## src/rtl/ps2_key_gen_if.sv

```systemverilog
// ps2_key event bus: key word plus its strobe and the frame-error pulse.
// The generator drives it (master); the keyboard decoder consumes it (slave).
interface ps2_key_gen_if;
  logic [10:0] ps2_key;
  logic        key_strobe;
  logic        frame_err;

  modport master (output ps2_key, output key_strobe, output frame_err);
  modport slave  (input  ps2_key, input  key_strobe, input  frame_err);
endinterface

```

## src/rtl/ps2_key_gen.sv

```systemverilog
// PS/2 keyboard receiver: filters the raw pins, deframes bytes, and turns
// E0/F0-prefixed scan codes into {toggle, pressed, extended, code} events.
module ps2_key_gen #(
  parameter int unsigned FILTER_LEN  = 8,
  parameter int unsigned TIMEOUT_CYC = 24000
) (
  input  logic          clk_sys,
  input  logic          reset_n,
  input  logic          ps2_clk,
  input  logic          ps2_dat,
  ps2_key_gen_if.master key
);

  localparam int unsigned FW = $clog2(FILTER_LEN + 1);
  localparam int unsigned TW = $clog2(TIMEOUT_CYC + 1);

  typedef enum logic [1:0] {ST_IDLE, ST_DATA, ST_PARITY, ST_STOP} state_t;

  logic [1:0]    clk_sync, dat_sync;
  logic          filt_clk, filt_flip, fall;
  logic [FW-1:0] filt_cnt;
  logic [TW-1:0] to_cnt;
  logic          timeout;

  state_t        state, state_nx;
  logic [7:0]    shreg, shreg_nx;
  logic [2:0]    bit_cnt, bit_nx;
  logic          par_bit, par_nx;
  logic          byte_ok, bad;

  logic          byte_vld;
  logic [7:0]    byte_q;
  logic          ext, rel;
  logic [2:0]    skip;
  logic [10:0]   key_q;
  logic          strobe_q, err_q;

  always_ff @(posedge clk_sys or negedge reset_n) begin
    if (!reset_n) begin
      clk_sync <= '1;
      dat_sync <= '1;
    end else begin
      clk_sync <= {clk_sync[0], ps2_clk};
      dat_sync <= {dat_sync[0], ps2_dat};
    end
  end

  // Level flips only once FILTER_LEN consecutive samples disagree with it.
  assign filt_flip = (clk_sync[1] != filt_clk) && (filt_cnt == FW'(FILTER_LEN - 1));
  assign fall      = filt_flip && filt_clk;

  always_ff @(posedge clk_sys or negedge reset_n) begin
    if (!reset_n) begin
      filt_clk <= 1'b1;
      filt_cnt <= '0;
    end else if (clk_sync[1] == filt_clk) begin
      filt_cnt <= '0;
    end else if (filt_flip) begin
      filt_clk <= ~filt_clk;
      filt_cnt <= '0;
    end else begin
      filt_cnt <= filt_cnt + 1'b1;
    end
  end

  // A falling edge in the terminal-count cycle suppresses the timeout.
  assign timeout = (state != ST_IDLE) && !fall && (to_cnt == TW'(TIMEOUT_CYC - 1));

  always_ff @(posedge clk_sys or negedge reset_n) begin
    if (!reset_n)                              to_cnt <= '0;
    else if (fall || timeout || state == ST_IDLE) to_cnt <= '0;
    else                                       to_cnt <= to_cnt + 1'b1;
  end

  always_ff @(posedge clk_sys or negedge reset_n) begin
    if (!reset_n) begin
      state   <= ST_IDLE;
      shreg   <= '0;
      bit_cnt <= '0;
      par_bit <= 1'b0;
    end else begin
      state   <= state_nx;
      shreg   <= shreg_nx;
      bit_cnt <= bit_nx;
      par_bit <= par_nx;
    end
  end

  always_comb begin
    state_nx = state;
    shreg_nx = shreg;
    bit_nx   = bit_cnt;
    par_nx   = par_bit;
    byte_ok  = 1'b0;
    bad      = 1'b0;
    if (timeout) begin
      state_nx = ST_IDLE;
    end else if (fall) begin
      case (state)
        ST_IDLE: begin
          if (!dat_sync[1]) begin
            state_nx = ST_DATA;
            bit_nx   = '0;
          end
        end
        ST_DATA: begin
          shreg_nx = {dat_sync[1], shreg[7:1]};
          bit_nx   = bit_cnt + 3'd1;
          if (bit_cnt == 3'd7) state_nx = ST_PARITY;
        end
        ST_PARITY: begin
          par_nx   = dat_sync[1];
          state_nx = ST_STOP;
        end
        ST_STOP: begin
          state_nx = ST_IDLE;
          if (dat_sync[1] && (^shreg ^ par_bit)) byte_ok = 1'b1;
          else                                   bad     = 1'b1;
        end
        default: state_nx = ST_IDLE;
      endcase
    end
  end

  always_ff @(posedge clk_sys or negedge reset_n) begin
    if (!reset_n) begin
      byte_vld <= 1'b0;
      byte_q   <= '0;
      err_q    <= 1'b0;
    end else begin
      byte_vld <= byte_ok;
      err_q    <= bad | timeout;
      if (byte_ok) byte_q <= shreg;
    end
  end

  // Byte interpretation runs one cycle behind deframing; a bad frame or
  // timeout can never coincide with byte_vld since the FSM is then in IDLE.
  always_ff @(posedge clk_sys or negedge reset_n) begin
    if (!reset_n) begin
      key_q    <= '0;
      strobe_q <= 1'b0;
      ext      <= 1'b0;
      rel      <= 1'b0;
      skip     <= '0;
    end else begin
      strobe_q <= 1'b0;
      if (bad || timeout) begin
        ext <= 1'b0;
        rel <= 1'b0;
      end else if (byte_vld) begin
        if (skip != '0) begin
          skip <= skip - 3'd1;
        end else begin
          case (byte_q)
            8'hE1: begin
              skip <= 3'd7;
              ext  <= 1'b0;
              rel  <= 1'b0;
            end
            8'hE0: ext <= 1'b1;
            8'hF0: rel <= 1'b1;
            8'hAA, 8'hEE, 8'hFA, 8'hFC, 8'hFE, 8'h00, 8'hFF: begin
              ext <= 1'b0;
              rel <= 1'b0;
            end
            default: begin
              key_q    <= {~key_q[10], ~rel, ext, byte_q};
              strobe_q <= 1'b1;
              ext      <= 1'b0;
              rel      <= 1'b0;
            end
          endcase
        end
      end
    end
  end

  assign key.ps2_key    = key_q;
  assign key.key_strobe = strobe_q;
  assign key.frame_err  = err_q;

endmodule

```

## src/flat_wrapper.sv

```systemverilog
// flat-port wrapper written by rule: the top's interface ports become plain ports
module ps2_key_gen_flat 
#(
  parameter int unsigned FILTER_LEN  = 8,
  parameter int unsigned TIMEOUT_CYC = 24000
)
  (clk_sys, reset_n, ps2_clk, ps2_dat, key_ps2_key, key_key_strobe, key_frame_err);
  ps2_key_gen_if key_i ();
  input  logic clk_sys;
  input  logic reset_n;
  input  logic ps2_clk;
  input  logic ps2_dat;
  output wire logic [$bits(key_i.ps2_key)-1:0] key_ps2_key;
  output wire logic [$bits(key_i.key_strobe)-1:0] key_key_strobe;
  output wire logic [$bits(key_i.frame_err)-1:0] key_frame_err;
  assign key_ps2_key = key_i.ps2_key;
  assign key_key_strobe = key_i.key_strobe;
  assign key_frame_err = key_i.frame_err;
  ps2_key_gen #(.FILTER_LEN(FILTER_LEN), .TIMEOUT_CYC(TIMEOUT_CYC)) u_core (.clk_sys(clk_sys), .reset_n(reset_n), .ps2_clk(ps2_clk), .ps2_dat(ps2_dat), .key(key_i));
endmodule
```

## config.mk

```make
export PLATFORM = sky130hd
export DESIGN_NAME = ps2_key_gen_flat
export DESIGN_NICKNAME = d
export VERILOG_FILES = /design/src/rtl/ps2_key_gen_if.sv /design/src/rtl/ps2_key_gen.sv /design/src/flat_wrapper.sv
export SDC_FILE = /design/constraint.sdc
export NUM_CORES = 1
export LEC_CHECK = 0
export BUFFER_PORTS_ARGS = -buffer_cell sky130_fd_sc_hd__buf_2
export CAP_MARGIN = 20
export CORE_MARGIN = 4
export CORE_UTILIZATION = 65
export DETAILED_ROUTE_END_ITERATION = 16
export PLACE_DENSITY = 0.81
export SLEW_MARGIN = 10
export SYNTH_ARGS = -nofsm -noshare
export SYNTH_HDL_FRONTEND = slang
export SYNTH_SLANG_ARGS = --single-unit
export TNS_END_PERCENT = 50
```

## constraint.sdc

```tcl
create_clock -name clk_sys -period 4.05 [get_ports clk_sys]
set_input_delay 0 -clock clk_sys [delete_from_list [all_inputs] [get_ports clk_sys]]
set_output_delay 0 -clock clk_sys [all_outputs]
set_load 0.01 [all_outputs]
```

==> summary.md, run 1 <==
| Metric | Value |
|---|---|
| Number of cells upsized or downsized after cts | `0` |
| Total number of vias | `roughly 1800` |
| CP Data Required Time | `around 4.3 ns` |
| Tot GR Track Use | `19.0%` |
| Dpl cells | `around 310` |
| Number of global-route vias before repair | `a little under 2000` |
| Startpoint type of the worst setup path | `flip-flop` |
| CTS Buf Count | `9` |
| Final number of setup-violating endpoints | `0` |
| Total negative slack for setup checks | `0 ns` |
| Total inserted antenna cells | `0` |
| Peak fanout along the critical path | `11` |
| Clock latency reported for the late side of the worst-skew pair | `0.33 ns` |
| FILL cells | `between 200 and 300` |
| Least-Margin Pin Slew | `0.780 ns` |
| Largest net degree at the start of global routing | `66` |
| Maximum buffer depth of the clock tree | `2` |
| First-pass GRT wire length | `about 8900 microns` |
| R2r worst-path depth | `7` |
| Total Die Area | `~0.0058 sq mm` |
| Number of distinct library cell variants in the gate-level netlist after synthesis | `46` |
| Floorplan die width | `between 70 and 80 microns` |
| Max IR drop VDD | `around 0.26 mV` |
| Final Instance Area | `around 0.0033 sq mm` |
| Die height | `~76 microns` |
| IO buf count | `16` |
| Register clock-pin slew on the reported worst setup and hold paths | `0.07 ns` |
| Flip-flop and latch area | `0.00163 sq mm` |
| Signed area change from the synthesized netlist to the final layout | `9.47%` |
| Pwr per Cell Area | `~360 mW/mm^2` |
| Number of remaining DRC errors | `0` |
| Total count of hold-check failures in the final report | `0` |
| Fin. max-slew vios | `0` |
| TritonCTS clock tree | `done` |
| CP startpoint | `u_core.filt_cnt[0]` |
| Worst slew margin relative to its limit | `between 40% and 50%` |
| Sequential fraction of design power | `a little under three fifths` |
| Core area | `around 0.0044 sq mm` |
| Internal power consumption | `between 900 and 1000 uW` |
| Sequential-to-total area share from yosys stat | `a little over half` |
| Origin of the critical flop-to-flop path | `u_core.filt_cnt[0]` |
| Count of flip-flops with a built-in enable after synthesis | `0` |
| Synthesized instance count | `about 240` |
| Area used by multi-input combinational logic | `roughly 0.0013 sq mm` |
| Hold WC Path Type | `input pin to flip-flop` |
| Root Driver | `sky130_fd_sc_hd__clkbuf_8` |
| Initial Utilization | `roughly 70%` |
| Post-CTS setup buffer count | `0` |
| Final Cycle Share | `between 60% and 70%` |
| # rows | `24` |
| Place WS | `roughly 1.5 ns` |
| Skew final | `0.00987 ns` |
| DRT Wirelength | `between 4000 and 5000 microns` |
| Post-route ant nets | `0` |
| Final Hold Slack | `around 0.32 ns` |
| Number of nets in the layout | `283` |
| Layout cell share with drive strength beyond 1 | `26.0%` |
| Slowest stage cell on the critical path | `sky130_fd_sc_hd__nor2_2` |
| Most numerous cell on the critical path | `sky130_fd_sc_hd__and3b_1` |
| Final global-route overflow total | `0` |
| Data arrival time of the critical path | `2.77 ns` |
| Net Sw Power | `265 uW` |
| Count of buffer and inverter cells on the critical path | `0` |
| Largest stage delay on the critical path | `0.58 ns` |
| End point of the critical path | `u_core.key.ps2_key[0]` |
| Critical setup path kind | `flip-flop to flip-flop` |
| Syn Nets | `~260` |
| RSZ-0062 raised after global routing | `false` |
| Mapped Avg Cell Area | `between 10 and 15 sq um` |
| Initial antenna violation count | `0` |
| Detailed Route Iter0 Violations | `between 70 and 80` |
| Logic pwr share | `approximately 4.2%` |
| Non-filler instance count after layout | `325` |
| Total cell area at the placement stage | `between 0.003 and 0.004 sq mm` |
| Wire length per cell | `between 15 and 20 microns` |
| Worst setup margin | `about 1.5 ns` |
| Cell-by-cell listing of the critical path | `ha_1, and3b_1, and3b_1, nand2_1, o22ai_2, nor2_2, mux2_2` |
| Yosys synthesis warning count | `0` |
| Cell area after synthesis | `0.00301 sq mm` |
| Flop and latch count out of synthesis | `65` |
| Total number of H-tree levels | `3` |
| Number of vias per cell | `5.66` |
| Most common flop cell mapped by yosys | `sky130_fd_sc_hd__dfrtp_1` |
| RePlAce Congestion | `0.742` |
| HPWL reported at the end of detailed placement | `~3400 microns` |
| CP top delay family | `simple AND/OR/NAND/NOR gates` |
| Result of the run | `finished clean` |
| Share of synthesized registers carrying an async set or reset | `100%` |
| Sinks on Clock Net | `65` |
| Length of the first detailed-routing pass in iterations | `4` |
| Clock network fraction of total power | `a little under two fifths` |
| Number of maximum-capacitance violations | `0` |
| Top achievable clock speed | `~0.39 GHz` |
| Share of total power consumed by net switching | `roughly 22%` |
| Instance count on the critical path | `7` |
| Fin crit period | `2.55 ns` |
| Endpoint of the worst-slack reg-to-reg timing path | `u_core.key.ps2_key[0]` |
| Nature of the critical path endpoint | `flip-flop` |
| Num ports | `17` |
| Static leakage power | `approximately 0.0016 uW` |
| Slack of the worst reg-to-reg path | `between 1.5 and 2 ns` |
## synthesized netlist by cell type (2+ instances only)
library cell | number | area (sq um)
sky130_fd_sc_hd__nand2b_1 | 2 | 12.5
sky130_fd_sc_hd__o21ai_1 | 2 | 10.0
sky130_fd_sc_hd__and3_1 | 4 | 25.0
sky130_fd_sc_hd__nand4_1 | 4 | 25.0
sky130_fd_sc_hd__nor3_1 | 6 | 30.0
sky130_fd_sc_hd__or2_2 | 2 | 12.5
sky130_fd_sc_hd__buf_6 | 3 | 33.8
sky130_fd_sc_hd__dfrtp_1 | 60 | 1500
sky130_fd_sc_hd__clkbuf_1 | 2 | 7.51
sky130_fd_sc_hd__xnor3_1 | 2 | 45.0
sky130_fd_sc_hd__nor2_1 | 23 | 86.3
sky130_fd_sc_hd__mux2_2 | 19 | 214
sky130_fd_sc_hd__ha_1 | 11 | 138
sky130_fd_sc_hd__a22o_1 | 2 | 17.5
sky130_fd_sc_hd__and3b_1 | 2 | 17.5
sky130_fd_sc_hd__nand2_1 | 12 | 45.0
sky130_fd_sc_hd__or4_1 | 2 | 15.0
sky130_fd_sc_hd__a21oi_1 | 4 | 20.0
sky130_fd_sc_hd__mux2i_1 | 4 | 40.0
sky130_fd_sc_hd__o21ai_0 | 7 | 35.0
sky130_fd_sc_hd__inv_1 | 8 | 30.0
sky130_fd_sc_hd__mux2_4 | 8 | 120
sky130_fd_sc_hd__nor2b_1 | 2 | 12.5
sky130_fd_sc_hd__xnor2_1 | 10 | 87.6
sky130_fd_sc_hd__nand3_1 | 9 | 45.0
sky130_fd_sc_hd__dfstp_2 | 5 | 131
sky130_fd_sc_hd__xor2_1 | 10 | 87.6
## registers in the layout (all words and copies together), names as in the netlist, 3 cells and up
signal / count
u_core.to_cnt: 15
u_core.key.ps2_key: 11
u_core.byte_q: 8
u_core.shreg: 8
u_core.filt_cnt: 4
u_core.bit_cnt: 3
u_core.skip: 3
## power groups by stage
stage               sequential, uW  clock [uW]  combinational (uW)
floorplan                      694           0                29.2
global placement               696           0                48.0
detailed placement             697           0                51.1
CTS                            685         476                53.1
global route                   687         509                60.3
finish                         685         458                50.3
## final cells by class
class / instances / area share, %
Clock buffer: 12 / 4.40
Clock inverter: 4 / 0.607
Inverter: 8 / 0.910
Multi-Input combinational cell: 164 / 39.0
Sequential cell: 65 / 49.5
Tap cell: 52 / 1.97
Timing Repair Buffer: 20 / 3.57
## cell families after synthesis
logic type | Yosys count | share of synthesized area (%)
adder cells (fa/ha/maj) | 12 | 4.90
buffers and inverters | 15 | 3.07
flip-flops | 65 | 54.2
AND/OR/NAND/NOR | 77 | 13.1
XOR/XNOR | 22 | 7.31
AO/OA/AOI/OAI | 22 | 4.98
multiplexers | 31 | 12.4
## routing by layer
| layer | vias to the layer above | global-route usage (%) | share of wire (%) |
|---|---|---|---|
| met3 | 10 | 6.15 | 4.7 |
| met5 | - | 0 | 0 |
| li1 | 890 | - | - |
| met2 | 38 | 29.5 | 48 |
| met4 | 0 | 7.17 | 1.6 |
| met1 | 900 | 25.1 | 46 |
## timing repair
item	4_1_cts	5_1_grt
setup endpoints to repair	0	0
hold buffers	3	0
endpoints found under the hold margin	62	0
## worst min path at each step
stage,start,endpoint,slack (ns),cells past startpoint
2_1_floorplan,reset_n,u_core.bit_cnt[0],-0.30,0
5_1_grt,ps2_dat,u_core.dat_sync[0],0.32,2
4_1_cts,ps2_clk,u_core.clk_sync[0],0.29,2
3_3_place_gp,ps2_dat,u_core.dat_sync[0],0.11,1
3_5_place_dp,ps2_clk,u_core.clk_sync[0],0.11,1
6_report,ps2_dat,u_core.dat_sync[0],0.32,2
## cells in the final DEF (no fill, tap or decap), types with 4 or more instances in the layout
cell | synthesis | layout
sky130_fd_sc_hd__nand4_1 | 4 | 4
sky130_fd_sc_hd__dfrtp_1 | 60 | 60
sky130_fd_sc_hd__ha_1 | 11 | 11
sky130_fd_sc_hd__and3_1 | 4 | 4
sky130_fd_sc_hd__nor2_1 | 23 | 23
sky130_fd_sc_hd__a21oi_1 | 4 | 4
sky130_fd_sc_hd__nor3_1 | 6 | 6
sky130_fd_sc_hd__mux2i_1 | 4 | 4
sky130_fd_sc_hd__xor2_1 | 10 | 10
sky130_fd_sc_hd__mux2_4 | 8 | 8
sky130_fd_sc_hd__clkbuf_8 | 1 | 10
sky130_fd_sc_hd__dfstp_2 | 5 | 5
sky130_fd_sc_hd__o21ai_0 | 7 | 7
sky130_fd_sc_hd__mux2_2 | 19 | 19
sky130_fd_sc_hd__inv_1 | 8 | 8
sky130_fd_sc_hd__nand2_1 | 12 | 12
sky130_fd_sc_hd__clkinv_2 | 0 | 4
sky130_fd_sc_hd__xnor2_1 | 10 | 10
sky130_fd_sc_hd__nand3_1 | 9 | 9
sky130_fd_sc_hd__buf_2 | 0 | 16
## metrics by stage
stage | util [%] | power (uW)
floorplan | - | 723
global placement | 70.3 | 743
detailed placement | 70.3 | 748
CTS | 74.7 | 1210
global route | 74.7 | 1260
finish | 74.7 | 1190
(Power assumes the default switching activity.)
==> inputs of run 2 (changes only) <==
--- a/config.mk
+++ b/config.mk
@@ -8,9 +8,9 @@
 export BUFFER_PORTS_ARGS = -buffer_cell sky130_fd_sc_hd__buf_2
 export CAP_MARGIN = 20
 export CORE_MARGIN = 4
-export CORE_UTILIZATION = 65
+export CORE_UTILIZATION = 54
 export DETAILED_ROUTE_END_ITERATION = 16
-export PLACE_DENSITY = 0.81
+export PLACE_DENSITY = 0.72
 export SLEW_MARGIN = 10
 export SYNTH_ARGS = -nofsm -noshare
 export SYNTH_HDL_FRONTEND = slang
==> constraint.sdc (replaced) <==
create_clock -name clk_sys -period 2.3 [get_ports clk_sys]
set_input_delay 0 -clock clk_sys [delete_from_list [all_inputs] [get_ports clk_sys]]
set_output_delay 0 -clock clk_sys [all_outputs]
set_load 0.01 [all_outputs]
==> summary.md, run 2 (synthesis results as in run 1) <==
| Metric | Value |
|---|---|
| Largest stage delay on the critical path | `0.54 ns (-0.04 ns)` |
| Final global-route overflow total | `0 (unchanged)` |
| R2r worst-path depth | `6 (-1)` |
| Instance count on the critical path | `6 (-1)` |
| Endpoint of the worst-slack reg-to-reg timing path | `u_core.key.ps2_key[8]` |
| Worst setup margin | `0.191 ns (-1.31 ns)` |
| Final Instance Area | `0.00344 sq mm (+4.4%)` |
| Signed area change from the synthesized netlist to the final layout | `14.2%` |
| Skew final | `0.00569 ns (-0.00418 ns)` |
| Total negative slack for setup checks | `0 ns (unchanged)` |
| Origin of the critical flop-to-flop path | `u_core.byte_q[1]` |
| Place WS | `0.208 ns (-1.29 ns)` |
| DRT Wirelength | `4680 microns (-4.1%)` |
| Result of the run | `finished clean` |
| Most common cell after layout, fill and taps aside | `sky130_fd_sc_hd__dfrtp_1` |
| Overall power after layout | `2390 uW (+100%)` |
| First-pass GRT wire length | `8450 microns (-5.0%)` |
| Maximum buffer depth of the clock tree | `2 (unchanged)` |
| Peak fanout along the critical path | `11 (unchanged)` |
| Floorplan die width | `82.7 microns (+8.7%)` |
| Length of the first detailed-routing pass in iterations | `4 (unchanged)` |
| Post-CTS Hold Buffers | `3 (unchanged)` |
| CP Data Required Time | `2.52 ns (-1.75 ns)` |
| Max IR drop VDD | `0.608 mV (+130%)` |
| Worst slew margin relative to its limit | `72.5% (+24 points)` |
| Total inserted antenna cells | `0 (unchanged)` |
| Total number of H-tree levels | `3 (unchanged)` |
| Startpoint type of the worst setup path | `flip-flop` |
| Largest register FFs | `15 (unchanged)` |
| Pwr per Cell Area | `693 mW/mm^2 (+91%)` |
| RePlAce Congestion | `0.814 (+9.7%)` |
| Hold WC Path Type | `input pin to async pin` |
| Largest register by flop count | `u_core.to_cnt` |
| Core area | `0.00527 sq mm (+19%)` |
| Flip-flop and latch area | `0.00163 sq mm (unchanged)` |
| Num ports | `17 (unchanged)` |
| Initial antenna violation count | `0 (unchanged)` |
| Number of maximum-capacitance violations | `0 (unchanged)` |
| Sinks on Clock Net | `65 (unchanged)` |
| Detailed Route Iter0 Violations | `77 (+1.3%)` |
| Count of buffer and inverter cells on the critical path | `1 (+1)` |
| Number of remaining DRC errors | `0 (unchanged)` |
| Root Driver | `sky130_fd_sc_hd__clkbuf_8` |
| Critical setup path kind | `flip-flop to flip-flop` |
| Least-Margin Pin Slew | `0.413 ns (-0.367 ns)` |
| Die height | `82.7 microns (+8.7%)` |
| Layout cell share with drive strength beyond 1 | `27.7% (+1.7 points)` |
| Most frequent cells in the layout | `60 x sky130_fd_sc_hd__dfrtp_1, 23 x sky130_fd_sc_hd__nor2_1, 19 x sky130_fd_sc_hd__mux2_2` |
| Number of cells upsized or downsized after cts | `0 (unchanged)` |
| Top achievable clock speed | `0.474 GHz (+21%)` |
| Fin. max-slew vios | `0 (unchanged)` |
| Clock latency reported for the late side of the worst-skew pair | `0.33 ns (about the same)` |
| Register clock-pin slew on the reported worst setup and hold paths | `0.06 ns (about the same)` |
| Nature of the critical path endpoint | `flip-flop` |
| Total Die Area | `0.00684 sq mm (+18%)` |
| Routed length on met1 | `2290 microns (+2.4%)` |
| CP top delay family | `simple AND/OR/NAND/NOR gates` |
| CTS Buf Count | `9 (unchanged)` |
| Static leakage power | `0.00168 uW (+3.7%)` |
| Tot GR Track Use | `16.6% (-2.4 points)` |
| Routed length on met2 | `2080 microns (-11%)` |
| Slack of the worst reg-to-reg path | `0.19 ns (-1.31 ns)` |
| Number of vias per cell | `5.20 (-8.0%)` |
| Total number of vias | `1811 (-1.5%)` |
| Largest net degree at the start of global routing | `28 (-58%)` |
| HPWL reported at the end of detailed placement | `3330 microns (-1.0%)` |
| Data arrival time of the critical path | `2.33 ns (-0.44 ns)` |
| Total cell area at the placement stage | `0.00318 sq mm (+2.6%)` |
| Uppermost layer routed | `met4` |
| Post-CTS setup buffer count | `0 (unchanged)` |
| TritonCTS clock tree | `done` |
| Total count of hold-check failures in the final report | `0 (unchanged)` |
| Number of global-route vias before repair | `1796 (-7.4%)` |
| IO buf count | `16 (unchanged)` |
| Slowest stage cell on the critical path | `sky130_fd_sc_hd__or3_2` |
| Final Hold Slack | `0.130 ns (-0.190 ns)` |
| Initial Utilization | `57.2% (-11 points)` |
| Routed wire length on met3 | `252 microns (+10%)` |
| Number of nets in the layout | `289 (+2.1%)` |
| Wire length per cell | `13.5 microns (-10%)` |
| End point of the critical path | `u_core.key.ps2_key[8]` |
| Post-route ant nets | `0 (unchanged)` |
| FILL cells | `407 (+40%)` |
| RSZ-0062 raised after global routing | `false` |
| Final number of setup-violating endpoints | `0 (unchanged)` |
| # rows | `26 (+8.3%)` |
| Final Cycle Share | `91.7% (+29 points)` |
| CP startpoint | `u_core.byte_q[1]` |
| Area used by multi-input combinational logic | `0.00129 sq mm (unchanged)` |
| Cell-by-cell listing of the critical path | `or3_2, or3_1, o2111ai_2, nor2_2, buf_12, mux2_4` |
| Fin crit period | `2.11 ns (-0.440 ns)` |
==> run 2: power by group <==
part	internal (uW)	total [uW]	leakage, uW	switching [uW]
Clock	694	1090	0.000116	395
Combinational	39.7	90.0	0.000678	50.3
Sequential	1180	1210	0.000889	23.4
==> run 2: area by class of cell <==
| cell class | count | area share [%] |
|---|---|---|
| multi-input cells | 164 | 37.4 |
| repair buffers | 26 | 5.09 |
| clock inverters | 2 | 1.74 |
| well taps | 70 | 2.54 |
| clock buffers | 13 | 4.91 |
| inverters | 8 | 0.872 |
| flip-flops and latches | 65 | 47.4 |
==> run 2: layer usage <==
metal / vias to the layer above / track usage [%]
met5: - / 0
met4: 0 / 4.90
met3: 8 / 6.51
met2: 31 / 24.9
met1: 871 / 22.3
li1: 901 / -
==> run 2: worst min-delay path by stage <==
| stage | end | start | depth (start not counted) | slack (ns) |
|---|---|---|---|---|
| after floorplan | u_core.bit_cnt[0] | reset_n | 0 | -0.30 |
| after global placement | u_core.to_cnt[12] | reset_n | 1 | -0.05 |
| after detailed placement | u_core.to_cnt[12] | reset_n | 1 | -0.04 |
| after CTS | u_core.to_cnt[12] | reset_n | 2 | 0.12 |
| after global routing | u_core.to_cnt[12] | reset_n | 2 | 0.16 |
| final | u_core.to_cnt[12] | reset_n | 2 | 0.13 |
==> run 2: worst reg2reg max path, stage by stage (launching register included) <==
cell                        delay, ns
sky130_fd_sc_hd__dfrtp_1         0.44
sky130_fd_sc_hd__or3_2           0.54
sky130_fd_sc_hd__or3_1           0.37
sky130_fd_sc_hd__o2111ai_2       0.12
sky130_fd_sc_hd__nor2_2          0.08
sky130_fd_sc_hd__buf_12          0.15
sky130_fd_sc_hd__mux2_4          0.29
==> run 2: through the flow <==
step	instances	utilization, %
finish	348	65.3
global route	348	65.3
CTS	348	65.3
detailed placement	330	60.4
global placement	330	60.4
floorplan	244	-
